**config.mk**
```make
export PLATFORM = sky130hd
export DESIGN_NAME = fft_root_scan_flat
export DESIGN_NICKNAME = d
export VERILOG_FILES = /design/src/rtl/fft_root_scan_if.sv /design/src/rtl/fft_root_scan.sv /design/src/flat_wrapper.sv
export SDC_FILE = /design/constraint.sdc
export NUM_CORES = 1
export LEC_CHECK = 0
export BUFFER_PORTS_ARGS = -buffer_cell sky130_fd_sc_hd__buf_4
export CAP_MARGIN = 25
export CORE_AREA = 2 2 719 721
export DETAILED_ROUTE_END_ITERATION = 8
export DIE_AREA = 0 0 721 723
export HOLD_SLACK_MARGIN = 0.02
export PLACE_DENSITY_LB_ADDON = 0.25
export SLEW_MARGIN = 20
export SYNTH_ARGS = -nofsm -noshare
export SYNTH_HDL_FRONTEND = slang
export SYNTH_SLANG_ARGS = --single-unit
export TNS_END_PERCENT = 1
```
**constraint.sdc**
```tcl
create_clock -name clk -period 20.3 [get_ports clk]
set_clock_uncertainty 0.15 [all_clocks]
set_input_delay 3.045 -clock clk [delete_from_list [all_inputs] [get_ports clk]]
set_output_delay 3.045 -clock clk [all_outputs]
set_load 0.005 [all_outputs]
```
**src/rtl/fft_root_scan_if.sv**
```systemverilog
// fft_root_scan_if: bus bundle between the root scanner and its neighbours.
//   Read port (toward FFT evaluation memory): rd_en, rd_addr, rd_data.
//   Flag stream (toward consumer):           out_valid, out_ready, out_addr, out_bits.
// master = the scanner, slave = memory + downstream consumer.
interface fft_root_scan_if #(
  parameter int unsigned gf        = 13,
  parameter int unsigned mem_width = 64,
  parameter int unsigned dep_bits  = 6
);
  logic                      rd_en;
  logic [dep_bits-1:0]       rd_addr;
  logic [2*mem_width*gf-1:0] rd_data;
  logic                      out_valid;
  logic                      out_ready;
  logic [dep_bits-1:0]       out_addr;
  logic [2*mem_width-1:0]    out_bits;

  modport master (
    output rd_en, rd_addr, out_valid, out_addr, out_bits,
    input  rd_data, out_ready
  );

  modport slave (
    input  rd_en, rd_addr, out_valid, out_addr, out_bits,
    output rd_data, out_ready
  );
endinterface

```
**src/rtl/fft_root_scan.sv**
```systemverilog
// fft_root_scan: sweeps the FFT evaluation memory after a transform, flags every
// zero evaluation (root of the error locator) below n_len and streams one flag
// word per address over a valid/ready handshake, accumulating the root count.
// Ports:
//   clk, rst   clock, synchronous active-high reset
//   start      single-cycle pulse, accepted only when idle
//   bus        read port + flag stream (fft_root_scan_if.master)
//   root_cnt   roots flagged so far in the current scan
//   busy       high whenever not idle
//   done       one-cycle pulse at scan end
module fft_root_scan #(
  parameter int unsigned gf        = 13,
  parameter int unsigned mem_width = 64,
  parameter int unsigned dep_bits  = 6,
  parameter int unsigned n_len     = 3488
) (
  input  logic                  clk,
  input  logic                  rst,
  input  logic                  start,
  fft_root_scan_if.master       bus,
  output logic [gf:0]           root_cnt,
  output logic                  busy,
  output logic                  done
);
  localparam int unsigned Lanes     = 2 * mem_width;
  localparam int unsigned LastWord  = (n_len + Lanes - 1) / Lanes - 1;
  // Valid lanes in the final, partially used word.
  localparam int unsigned LastLanes = n_len - LastWord * Lanes;

  typedef enum logic [1:0] {StIdle, StScan, StDrain, StDone} state_e;

  state_e              state_q;
  logic [dep_bits-1:0] issue_q;
  logic                inflight_q;
  logic [dep_bits-1:0] inflight_addr_q;
  logic [dep_bits-1:0] fifo_addr_q [2];
  logic [Lanes-1:0]    fifo_bits_q [2];
  logic                rd_ptr_q;
  logic                wr_ptr_q;
  logic [1:0]          count_q;
  logic [gf:0]         root_cnt_q;
  logic                busy_q;
  logic                done_q;

  logic                pop;
  logic [1:0]          occ;
  logic                rd_en;
  logic                drain_done;
  logic [Lanes-1:0]    flags;
  logic [gf:0]         flag_cnt;

  always_comb begin
    pop = (count_q != 2'd0) & bus.out_ready;
    // Committed entries after this edge; issuing only below 2 bounds the FIFO.
    occ = count_q + {1'b0, inflight_q} - {1'b0, pop};
    rd_en = (state_q == StScan) && (occ < 2'd2);
    drain_done = !inflight_q && (count_q == {1'b0, pop});
  end

  always_comb begin
    flags    = '0;
    flag_cnt = '0;
    for (int unsigned i = 0; i < Lanes; i++) begin
      flags[i] = (bus.rd_data[i*gf +: gf] == '0) &&
                 ((inflight_addr_q != dep_bits'(LastWord)) || (i < LastLanes));
      flag_cnt = flag_cnt + {{gf{1'b0}}, flags[i]};
    end
  end

  always_ff @(posedge clk) begin
    if (rst) begin
      state_q         <= StIdle;
      issue_q         <= '0;
      inflight_q      <= 1'b0;
      inflight_addr_q <= '0;
      fifo_addr_q[0]  <= '0;
      fifo_addr_q[1]  <= '0;
      fifo_bits_q[0]  <= '0;
      fifo_bits_q[1]  <= '0;
      rd_ptr_q        <= 1'b0;
      wr_ptr_q        <= 1'b0;
      count_q         <= '0;
      root_cnt_q      <= '0;
      busy_q          <= 1'b0;
      done_q          <= 1'b0;
    end else begin
      done_q          <= 1'b0;
      inflight_q      <= rd_en;
      inflight_addr_q <= issue_q;
      count_q         <= occ;
      if (rd_en) issue_q <= issue_q + 1'b1;
      if (inflight_q) begin
        fifo_addr_q[wr_ptr_q] <= inflight_addr_q;
        fifo_bits_q[wr_ptr_q] <= flags;
        wr_ptr_q              <= ~wr_ptr_q;
        root_cnt_q            <= root_cnt_q + flag_cnt;
      end
      if (pop) rd_ptr_q <= ~rd_ptr_q;

      unique case (state_q)
        StIdle: begin
          if (start) begin
            state_q    <= StScan;
            busy_q     <= 1'b1;
            issue_q    <= '0;
            root_cnt_q <= '0;
            rd_ptr_q   <= 1'b0;
            wr_ptr_q   <= 1'b0;
            count_q    <= '0;
          end
        end
        StScan: begin
          if (rd_en && (issue_q == dep_bits'(LastWord))) state_q <= StDrain;
        end
        StDrain: begin
          if (drain_done) begin
            state_q <= StDone;
            done_q  <= 1'b1;
          end
        end
        StDone: begin
          state_q <= StIdle;
          busy_q  <= 1'b0;
        end
        default: state_q <= StIdle;
      endcase
    end
  end

  assign bus.rd_en     = rd_en;
  assign bus.rd_addr   = issue_q;
  assign bus.out_valid = (count_q != 2'd0);
  assign bus.out_addr  = fifo_addr_q[rd_ptr_q];
  assign bus.out_bits  = fifo_bits_q[rd_ptr_q];
  assign root_cnt      = root_cnt_q;
  assign busy          = busy_q;
  assign done          = done_q;
endmodule

```
**src/flat_wrapper.sv**
```systemverilog
// flat-port wrapper written by rule: the top's interface ports become plain ports
module fft_root_scan_flat 
#(
  parameter int unsigned gf        = 13,
  parameter int unsigned mem_width = 64,
  parameter int unsigned dep_bits  = 6,
  parameter int unsigned n_len     = 3488
)
  (clk, rst, start, root_cnt, busy, done, bus_rd_en, bus_rd_addr, bus_out_valid, bus_out_addr, bus_out_bits, bus_rd_data, bus_out_ready);
  fft_root_scan_if #(.gf(gf), .mem_width(mem_width), .dep_bits(dep_bits)) bus_i ();
  input  logic clk;
  input  logic rst;
  input  logic start;
  output logic [gf:0] root_cnt;
  output logic busy;
  output logic done;
  output wire logic [$bits(bus_i.rd_en)-1:0] bus_rd_en;
  output wire logic [$bits(bus_i.rd_addr)-1:0] bus_rd_addr;
  output wire logic [$bits(bus_i.out_valid)-1:0] bus_out_valid;
  output wire logic [$bits(bus_i.out_addr)-1:0] bus_out_addr;
  output wire logic [$bits(bus_i.out_bits)-1:0] bus_out_bits;
  input wire logic [$bits(bus_i.rd_data)-1:0] bus_rd_data;
  input wire logic [$bits(bus_i.out_ready)-1:0] bus_out_ready;
  assign bus_rd_en = bus_i.rd_en;
  assign bus_rd_addr = bus_i.rd_addr;
  assign bus_out_valid = bus_i.out_valid;
  assign bus_out_addr = bus_i.out_addr;
  assign bus_out_bits = bus_i.out_bits;
  assign bus_i.rd_data = bus_rd_data;
  assign bus_i.out_ready = bus_out_ready;
  fft_root_scan #(.gf(gf), .mem_width(mem_width), .dep_bits(dep_bits), .n_len(n_len)) u_core (.clk(clk), .rst(rst), .start(start), .bus(bus_i), .root_cnt(root_cnt), .busy(busy), .done(done));
endmodule
```
# Word-level counts from Yosys, hierarchy flattened
# Memory sizes are Yosys's and may differ from the RTL's. A register that Yosys moved wholly into a read port is not among the register bits.
# Index checks and enable logic that the tools add are counted.
dict set report totals {
  in_bits 1668
  n_memories 2
  out_inout_bits 158
  ff_bits 35
  ram_bits 268
}
dict set report op_classes {
  muxes 34
  eq_ne 9
  n_bitwise 4
  order_cmp 1
  n_reduce_logical 236
  add_sub_neg 131
}
# memory depth word_bits rd rd_clocked_by_memory_dff wr line_no
set memory_table {}
lappend memory_table {u_core.fifo_bits_q 2 128 1 1 2 fft_root_scan.sv:37} ;# logic [Lanes-1:0] fifo_bits_q [2];
lappend memory_table {u_core.fifo_addr_q 2 6 1 1 2 fft_root_scan.sv:36} ;# logic [dep_bits-1:0] fifo_addr_q [2];
# operator n
set ops {}
lappend ops {{14-bit by 1-bit adder with 14-bit output} 126}
lappend ops {{13-bit zero test} 128}
lappend ops {{128-bit two-way mux} 1}
lappend ops {{128-bit OR reduction} 1}
lappend ops {{1-bit logical AND} 99}
lappend ops {{14-bit two-way mux} 3}
lappend ops {{6-bit two-way mux} 4}
lappend ops {{1-bit two-way mux} 19}
lappend ops {{14-bit adder} 1}
lappend ops {{2-bit two-way mux} 5}
lappend ops {{2-bit case mux with 4 select lines} 1}
lappend ops {{6-bit by 1-bit adder with 6-bit output, second input constant} 1}
lappend ops {{6-bit by 5-bit equality test with 1-bit output, second input constant} 1}
lappend ops {{6-bit by 5-bit inequality test with 1-bit output, second input constant} 1}
lappend ops {{6-bit OR reduction} 1}
lappend ops {{2-bit equality test, second input constant} 2}
lappend ops {{2-bit inequality test, second input constant} 2}
lappend ops {{2-bit nonzero test} 2}
lappend ops {{1-bit NOT} 3}
lappend ops {{3-bit AND reduction} 1}
lappend ops {{1-bit by 1-bit adder with 2-bit output} 1}
lappend ops {{2-bit by 1-bit adder with 2-bit output} 1}
lappend ops {{2-bit by 1-bit equality test with 1-bit output} 1}
lappend ops {{2-bit by 1-bit equality test with 1-bit output, second input constant} 1}
lappend ops {{other kinds (9)} 9}

# Logic depth before layout (Yosys ltp)
dict set report logic_depth {
  word_depth 132
  mapped_depth 28
  mapped_depth_nobuf 26
}

# Worst setup path before layout
# No wires, ideal clock.
dict set report synth_timing {
  path_kind {input to register}
  startpoint {in bus_rd_data[573]}
  endpoint {reg u_core.root_cnt_q[8] (netlist: u_core.root_cnt[8])}
  stages 25
  setup_ns 0.124
  arrival_ns 10.493
  setup_slack_ns 9.534
  path_cell_list {or4_1 nor4_1 nand4_1 fa_1 inv_1 fa_1 inv_1 fa_1 inv_1 fa_1 inv_1 fa_1 fa_1 fa_1 fa_1 fa_1 fa_1 inv_1 ha_1 fa_1 a211oi_2 o211ai_1 a31oi_1 mux2i_1 o21ai_0}
}
dict set report synth_between {
  elab_chain_cells 90
}
# element line_no
set synth_lines {}
lappend synth_lines {{start: declaration} flat_wrapper.sv:22} ;# input wire logic [$bits(bus_i.rd_data)-1:0] bus_rd_data;
lappend synth_lines {{13-bit zero test (*)} fft_root_scan.sv:64} ;# flags[i] = (bus.rd_data[i*gf +: gf] == '0) &&
lappend synth_lines {{1-bit logical AND (*)} fft_root_scan.sv:64}
lappend synth_lines {{14-bit by 1-bit adder with 14-bit output (*) (84 in series)} fft_root_scan.sv:66} ;# flag_cnt = flag_cnt + {{gf{1'b0}}, flags[i]};
lappend synth_lines {{14-bit adder (*)} fft_root_scan.sv:96} ;# root_cnt_q <= root_cnt_q + flag_cnt;
lappend synth_lines {{14-bit two-way mux (*)} fft_root_scan.sv:92} ;# if (inflight_q) begin
lappend synth_lines {{14-bit two-way mux} fft_root_scan.sv:102} ;# if (start) begin
lappend synth_lines {{14-bit two-way mux (*)} fft_root_scan.sv:100} ;# unique case (state_q)
lappend synth_lines {{end signal: assignment} fft_root_scan.sv:96}
lappend synth_lines {{end: declaration} fft_root_scan.sv:41} ;# logic [gf:0] root_cnt_q;
# Every way passes the cells marked *; elsewhere a longest branch is shown, timed or not.
# A chain may end at the register's enable or synchronous reset.

# Worst setup path in the final report
dict set report layout_timing {
  startpoint {in bus_rd_data[526]}
  endpoint {reg u_core.root_cnt_q[8] (netlist: u_core.root_cnt[8])}
}
dict set report layout_between {
  elab_chain_cells 94
}
# element line_no
set layout_lines {}
lappend layout_lines {{13-bit zero test (*)} fft_root_scan.sv:64}
lappend layout_lines {{1-bit logical AND (*)} fft_root_scan.sv:64}
lappend layout_lines {{14-bit by 1-bit adder with 14-bit output (*) (88 in series)} fft_root_scan.sv:66}
lappend layout_lines {{14-bit adder (*)} fft_root_scan.sv:96}
lappend layout_lines {{14-bit two-way mux (*)} fft_root_scan.sv:92}
lappend layout_lines {{14-bit two-way mux} fft_root_scan.sv:102}
lappend layout_lines {{14-bit two-way mux (*)} fft_root_scan.sv:100}
# Marked as above.

==> report_table.html <==
<table>
<tr><th>Metric</th><th>Value</th></tr>
<tr><th colspan="2">Placed design</th></tr>
<tr><td>Worst setup timing slack at the placement stage</td><td>7.43 ns</td></tr>
<tr><td>Count of buffers from port buffering</td><td>1825</td></tr>
<tr><td>Total placed instance area</td><td>42400 um2</td></tr>
<tr><td>DP HPWL</td><td>183000 um</td></tr>
<tr><td>Final GP Congestion</td><td>0.847</td></tr>
<tr><th colspan="2">Critical path</th></tr>
<tr><td>Maximum cell stage delay along the critical path</td><td>0.77 ns</td></tr>
<tr><td>CP max FO</td><td>4</td></tr>
<tr><td>Kind of capture point of the worst setup path</td><td>flop</td></tr>
<tr><td>Required time at the worst-slack endpoint</td><td>20.72 ns</td></tr>
<tr><td>Critical path's top delay family</td><td>adder cells</td></tr>
<tr><td>Critical path class</td><td>input pin to flop</td></tr>
<tr><td>Bufs and invs on worst path</td><td>6</td></tr>
<tr><td>Critical path's slowest cell</td><td>sky130_fd_sc_hd__fa_1</td></tr>
<tr><td>Data arrival time of the critical path</td><td>12.45 ns</td></tr>
<tr><td>Most frequent CP cell</td><td>sky130_fd_sc_hd__fa_1</td></tr>
<tr><td>Critical Path Start Type</td><td>input pin</td></tr>
<tr><th colspan="2">Route</th></tr>
<tr><td>Vias per inst</td><td>2.18</td></tr>
<tr><td>Via count</td><td>23200</td></tr>
<tr><td>Number of remaining DRC errors</td><td>0</td></tr>
<tr><td>Detailed Route WL</td><td>209000 um</td></tr>
<tr><td>Starting DRC count in detailed routing</td><td>1145</td></tr>
<tr><td>Number of nets still failing antenna checks after routing</td><td>0</td></tr>
<tr><td>Wire length per cell</td><td>19.6 um</td></tr>
<tr><td>Detailed Routing Iterations Pass 1</td><td>5</td></tr>
<tr><th colspan="2">Timing</th></tr>
<tr><td>Final Setup Violations</td><td>0</td></tr>
<tr><td>Setup repair after global routing missed its margin</td><td>no</td></tr>
<tr><td>Final worst-path setup slack</td><td>8.27 ns</td></tr>
<tr><td>Final Hold Viols</td><td>0</td></tr>
<tr><td>Period Utilization, post-route</td><td>59.3%</td></tr>
<tr><td>Min Tclk post-route</td><td>12.03 ns</td></tr>
<tr><td>Setup_tns</td><td>0 ns</td></tr>
<tr><td>Maximum operating frequency</td><td>83.1 MHz</td></tr>
<tr><td>Least-Margin Pin Slew</td><td>1.18 ns</td></tr>
<tr><td>Worst relative slew slack</td><td>21.3%</td></tr>
<tr><td>Max-slew violation count</td><td>0</td></tr>
<tr><th colspan="2">Synthesis</th></tr>
<tr><td>Post-synthesis cell type count</td><td>47</td></tr>
<tr><td>Post-synthesis average cell area</td><td>10.5 um2</td></tr>
<tr><td>Cell with the most instances after synthesis</td><td>sky130_fd_sc_hd__nor2_1</td></tr>
<tr><td>Post-synthesis net count</td><td>3768</td></tr>
<tr><td>Synth top area share</td><td>39.8%</td></tr>
<tr><td>Share of flip-flops with an asynchronous set or reset after synthesis</td><td>0%</td></tr>
<tr><td>Summed instance area of the synthesized netlist</td><td>20200 um2</td></tr>
<tr><td>Cell count after synthesis</td><td>1918</td></tr>
<tr><td>Number of synthesized flops with an enable pin</td><td>268</td></tr>
<tr><td>Synthesis warning total</td><td>0</td></tr>
<tr><td>Leading cell types by count after synthesis</td><td>sky130_fd_sc_hd__nor2_1, sky130_fd_sc_hd__edfxtp_1, sky130_fd_sc_hd__nor4_1</td></tr>
<tr><td>Cells taking the most area after synthesis</td><td>sky130_fd_sc_hd__edfxtp_1, sky130_fd_sc_hd__fa_1, sky130_fd_sc_hd__nor4_1</td></tr>
<tr><td>Top cell type by total area after synthesis</td><td>sky130_fd_sc_hd__edfxtp_1</td></tr>
<tr><td>Sequential area share after synthesis</td><td>43.3%</td></tr>
<tr><td>Dominant register cell in the synthesized netlist</td><td>sky130_fd_sc_hd__edfxtp_1</td></tr>
<tr><td>Register bit count reported by yosys</td><td>303</td></tr>
<tr><th colspan="2">Global routing</th></tr>
<tr><td>Met2 usage</td><td>13.2%</td></tr>
<tr><td>M1 GR Usage</td><td>9.32%</td></tr>
<tr><td>Number of global-route vias before repair</td><td>24500</td></tr>
<tr><td>Initial antenna violation count</td><td>62</td></tr>
<tr><td>Pin count of the biggest net entering global routing</td><td>74</td></tr>
<tr><td>Overall Global Routing Usage</td><td>7.60%</td></tr>
<tr><td>GR met3 Demand/Resource</td><td>1.97%</td></tr>
<tr><td>Wire length of the first global-routing pass</td><td>255000 um</td></tr>
<tr><td>Global route overflow</td><td>0</td></tr>
<tr><td>Grt peak-use layer</td><td>met2</td></tr>
<tr><th colspan="2">Finish</th></tr>
<tr><td>Post-layout utilization of the core</td><td>8.59%</td></tr>
<tr><td>Nets</td><td>5620</td></tr>
<tr><td>Layout filler cell count</td><td>59900</td></tr>
<tr><td>Post-layout instance area</td><td>44200 um2</td></tr>
<tr><td>Proportion of layout cells with a drive suffix above 1</td><td>55.2%</td></tr>
<tr><td>Signed area change from the synthesized netlist to the final layout</td><td>119%</td></tr>
<tr><th colspan="2">Power</th></tr>
<tr><td>Peak supply drop</td><td>0.0669 mV</td></tr>
<tr><td>Part of the total power dissipated in the clock network</td><td>39.7%</td></tr>
<tr><td>Power density of the placed cells</td><td>54.3 nW/um2</td></tr>
<tr><td>Net switching power of the design</td><td>0.744 mW</td></tr>
<tr><td>Switching share of power</td><td>31.0%</td></tr>
<tr><td>Share of power burned in registers</td><td>32.1%</td></tr>
<tr><td>Leakage</td><td>17.3 nW</td></tr>
<tr><td>Internal power contribution</td><td>1.66 mW</td></tr>
<tr><td>Combinational group share of total power</td><td>28.2%</td></tr>
<tr><th colspan="2">Floorplan</th></tr>
<tr><td>Floorplan die width</td><td>721 um</td></tr>
<tr><td>Top Ports</td><td>1826</td></tr>
<tr><td>Core area</td><td>515000 um2</td></tr>
<tr><td>Die area</td><td>521000 um2</td></tr>
<tr><td>Initial core utilization</td><td>3.92%</td></tr>
<tr><td>Die Ht</td><td>723 um</td></tr>
<tr><td>Placement Rows</td><td>264</td></tr>
<tr><th colspan="2">Clock network</th></tr>
<tr><td>Bufs on Longest Clock Path</td><td>3</td></tr>
<tr><td>TritonCTS Buffers</td><td>51</td></tr>
<tr><td>Clock root cell</td><td>sky130_fd_sc_hd__clkbuf_16</td></tr>
<tr><td>Cts repair resizes</td><td>0</td></tr>
<tr><td>Clock network latency to the later pin of the worst-skew pair</td><td>0.69 ns</td></tr>
<tr><td>Setup bufs post-CTS</td><td>0</td></tr>
<tr><td>H-Tree Level Count</td><td>2</td></tr>
<tr><td>CTS sink count</td><td>303</td></tr>
<tr><td>TritonCTS clock tree</td><td>built</td></tr>
<tr><td>Number of hold-repair buffers added at the cts stage</td><td>0</td></tr>
<tr><td>Clock edge transition at the registers on the reported setup and hold paths</td><td>0.06 ns</td></tr>
<tr><th colspan="2">Min path</th></tr>
<tr><td>Class of the tightest hold or removal check</td><td>flop to flop</td></tr>
<tr><th colspan="2">Job</th></tr>
<tr><td>Number of maximum-capacitance violations</td><td>0</td></tr>
<tr><th colspan="2">Run status</th></tr>
<tr><td>Outcome</td><td>completed</td></tr>
</table>
[routing by layer]
layer  vias to the layer above  part of all wire (%)
li1                      10900                     -
met3                       166                   7.4
met2                      1101                    49
met4                        12                   2.3
met1                     11000                    41
met5                         -                 0.036
[cell families after synthesis]
group	synth area share [%]
mux	7.82
flops	43.3
xor+xnor	0.638
compound gates	1.81
simple gates	25.9
buf+inv	4.86
fa+ha+maj	15.6
[power groups by stage]
stage	clock [mW]	combinational (mW)	sequential, mW
final	0.953	0.677	0.770
after global routing	1.02	0.743	0.778
after CTS	1.01	0.714	0.772
after detailed placement	0	0.712	0.785
after global placement	0	0.711	0.785
after floorplan	0	0.175	0.773
[worst paths after layout]
path / slack, ns / startpoint / end / cells after the start
setup / recovery: 8.27 / bus_rd_data[526] / u_core.root_cnt[8] / 26
hold / removal: 0.34 / u_core.root_cnt[11] / u_core.root_cnt[11] / 2
setup reg to reg: 9.98 / u_core.inflight_addr_q[2] / u_core.root_cnt[8] / 27
hold reg to reg: 0.34 / u_core.root_cnt[11] / u_core.root_cnt[11] / 2
[sequential cells by signal, indices dropped and copies added (netlist names)]
signal / cells
u_core.fifo_bits_q: 256
u_core.root_cnt: 14
u_core.fifo_addr_q: 12
u_core.bus.rd_addr: 6
u_core.inflight_addr_q: 6
u_core.count_q: 2
u_core.state_q: 2
u_core.busy: 1
u_core.done: 1
u_core.inflight_q: 1
u_core.rd_ptr_q: 1
u_core.wr_ptr_q: 1
[layout by cell type, fill, tap and decap left out, types with 3 or more instances in the layout]
cell	count
sky130_fd_sc_hd__clkbuf_1	5
sky130_fd_sc_hd__o211ai_1	3
sky130_fd_sc_hd__nor4_2	7
sky130_fd_sc_hd__nand3_1	4
sky130_fd_sc_hd__a211oi_1	5
sky130_fd_sc_hd__nor4_1	248
sky130_fd_sc_hd__mux2i_1	6
sky130_fd_sc_hd__xnor2_1	5
sky130_fd_sc_hd__fa_1	117
sky130_fd_sc_hd__clkinvlp_4	5
sky130_fd_sc_hd__clkbuf_16	53
sky130_fd_sc_hd__and2_1	8
sky130_fd_sc_hd__edfxtp_1	268
sky130_fd_sc_hd__nor2b_1	6
sky130_fd_sc_hd__a31oi_1	6
sky130_fd_sc_hd__xor2_1	7
sky130_fd_sc_hd__bufinv_16	6
sky130_fd_sc_hd__nor3_1	41
sky130_fd_sc_hd__a21o_1	4
sky130_fd_sc_hd__a21oi_1	10
sky130_fd_sc_hd__nand2_1	19
sky130_fd_sc_hd__inv_1	166
sky130_fd_sc_hd__diode_2	30
sky130_fd_sc_hd__or4_1	96
sky130_fd_sc_hd__dfxtp_1	34
sky130_fd_sc_hd__ha_1	65
sky130_fd_sc_hd__clkinv_1	4
sky130_fd_sc_hd__mux2_2	135
sky130_fd_sc_hd__clkinv_2	10
sky130_fd_sc_hd__inv_6	4
sky130_fd_sc_hd__and4bb_2	3
sky130_fd_sc_hd__nand4_1	130
sky130_fd_sc_hd__buf_4	1856
sky130_fd_sc_hd__and3_1	10
sky130_fd_sc_hd__o21ai_0	14
sky130_fd_sc_hd__nor2_1	412
[worst register-to-register path: stages, from the launching register on]
cell	delay (ns)
sky130_fd_sc_hd__dfxtp_1	0.35
sky130_fd_sc_hd__and4bb_2	0.27
sky130_fd_sc_hd__nand3_4	0.35
sky130_fd_sc_hd__buf_4	0.45
sky130_fd_sc_hd__buf_4	0.48
sky130_fd_sc_hd__nand4_1	0.49
sky130_fd_sc_hd__fa_1	0.95
sky130_fd_sc_hd__inv_1	0.16
sky130_fd_sc_hd__fa_1	0.53
sky130_fd_sc_hd__inv_1	0.05
sky130_fd_sc_hd__fa_1	0.50
sky130_fd_sc_hd__inv_1	0.05
sky130_fd_sc_hd__fa_1	0.47
sky130_fd_sc_hd__inv_1	0.06
sky130_fd_sc_hd__fa_1	0.55
sky130_fd_sc_hd__fa_1	0.46
sky130_fd_sc_hd__fa_1	0.51
sky130_fd_sc_hd__fa_1	0.57
sky130_fd_sc_hd__fa_1	0.47
sky130_fd_sc_hd__fa_1	0.50
sky130_fd_sc_hd__inv_1	0.05
sky130_fd_sc_hd__ha_1	0.22
sky130_fd_sc_hd__fa_1	0.50
sky130_fd_sc_hd__a211oi_2	0.32
sky130_fd_sc_hd__o211ai_1	0.21
sky130_fd_sc_hd__a31oi_1	0.25
sky130_fd_sc_hd__mux2i_1	0.21
sky130_fd_sc_hd__o21ai_0	0.09
[area by class of cell]
class / count / area [um2] / share of cell area (%)
diodes: 30 / 75.1 / 0.170
clock buffers: 60 / 1370 / 3.10
clock inverters: 32 / 349 / 0.789
inverters: 166 / 623 / 1.41
multi-input cells: 1387 / 10600 / 23.9
flip-flops and latches: 303 / 8750 / 19.8
well taps: 6783 / 8490 / 19.2
repair buffers: 1861 / 14000 / 31.7
[metrics by stage]
stage / cells / total power [mW] / hold slack [ns]
after global routing: 10600 / 2.54 / 0.387
after detailed placement: 10500 / 1.50 / 0.334
after floorplan: 1918 / 0.949 / 0.308
after global placement: 10500 / 1.50 / 0.332
final: 10600 / 2.40 / 0.337
after CTS: 10600 / 2.50 / 0.351
Note: power is estimated with default switching activity, not from simulation.
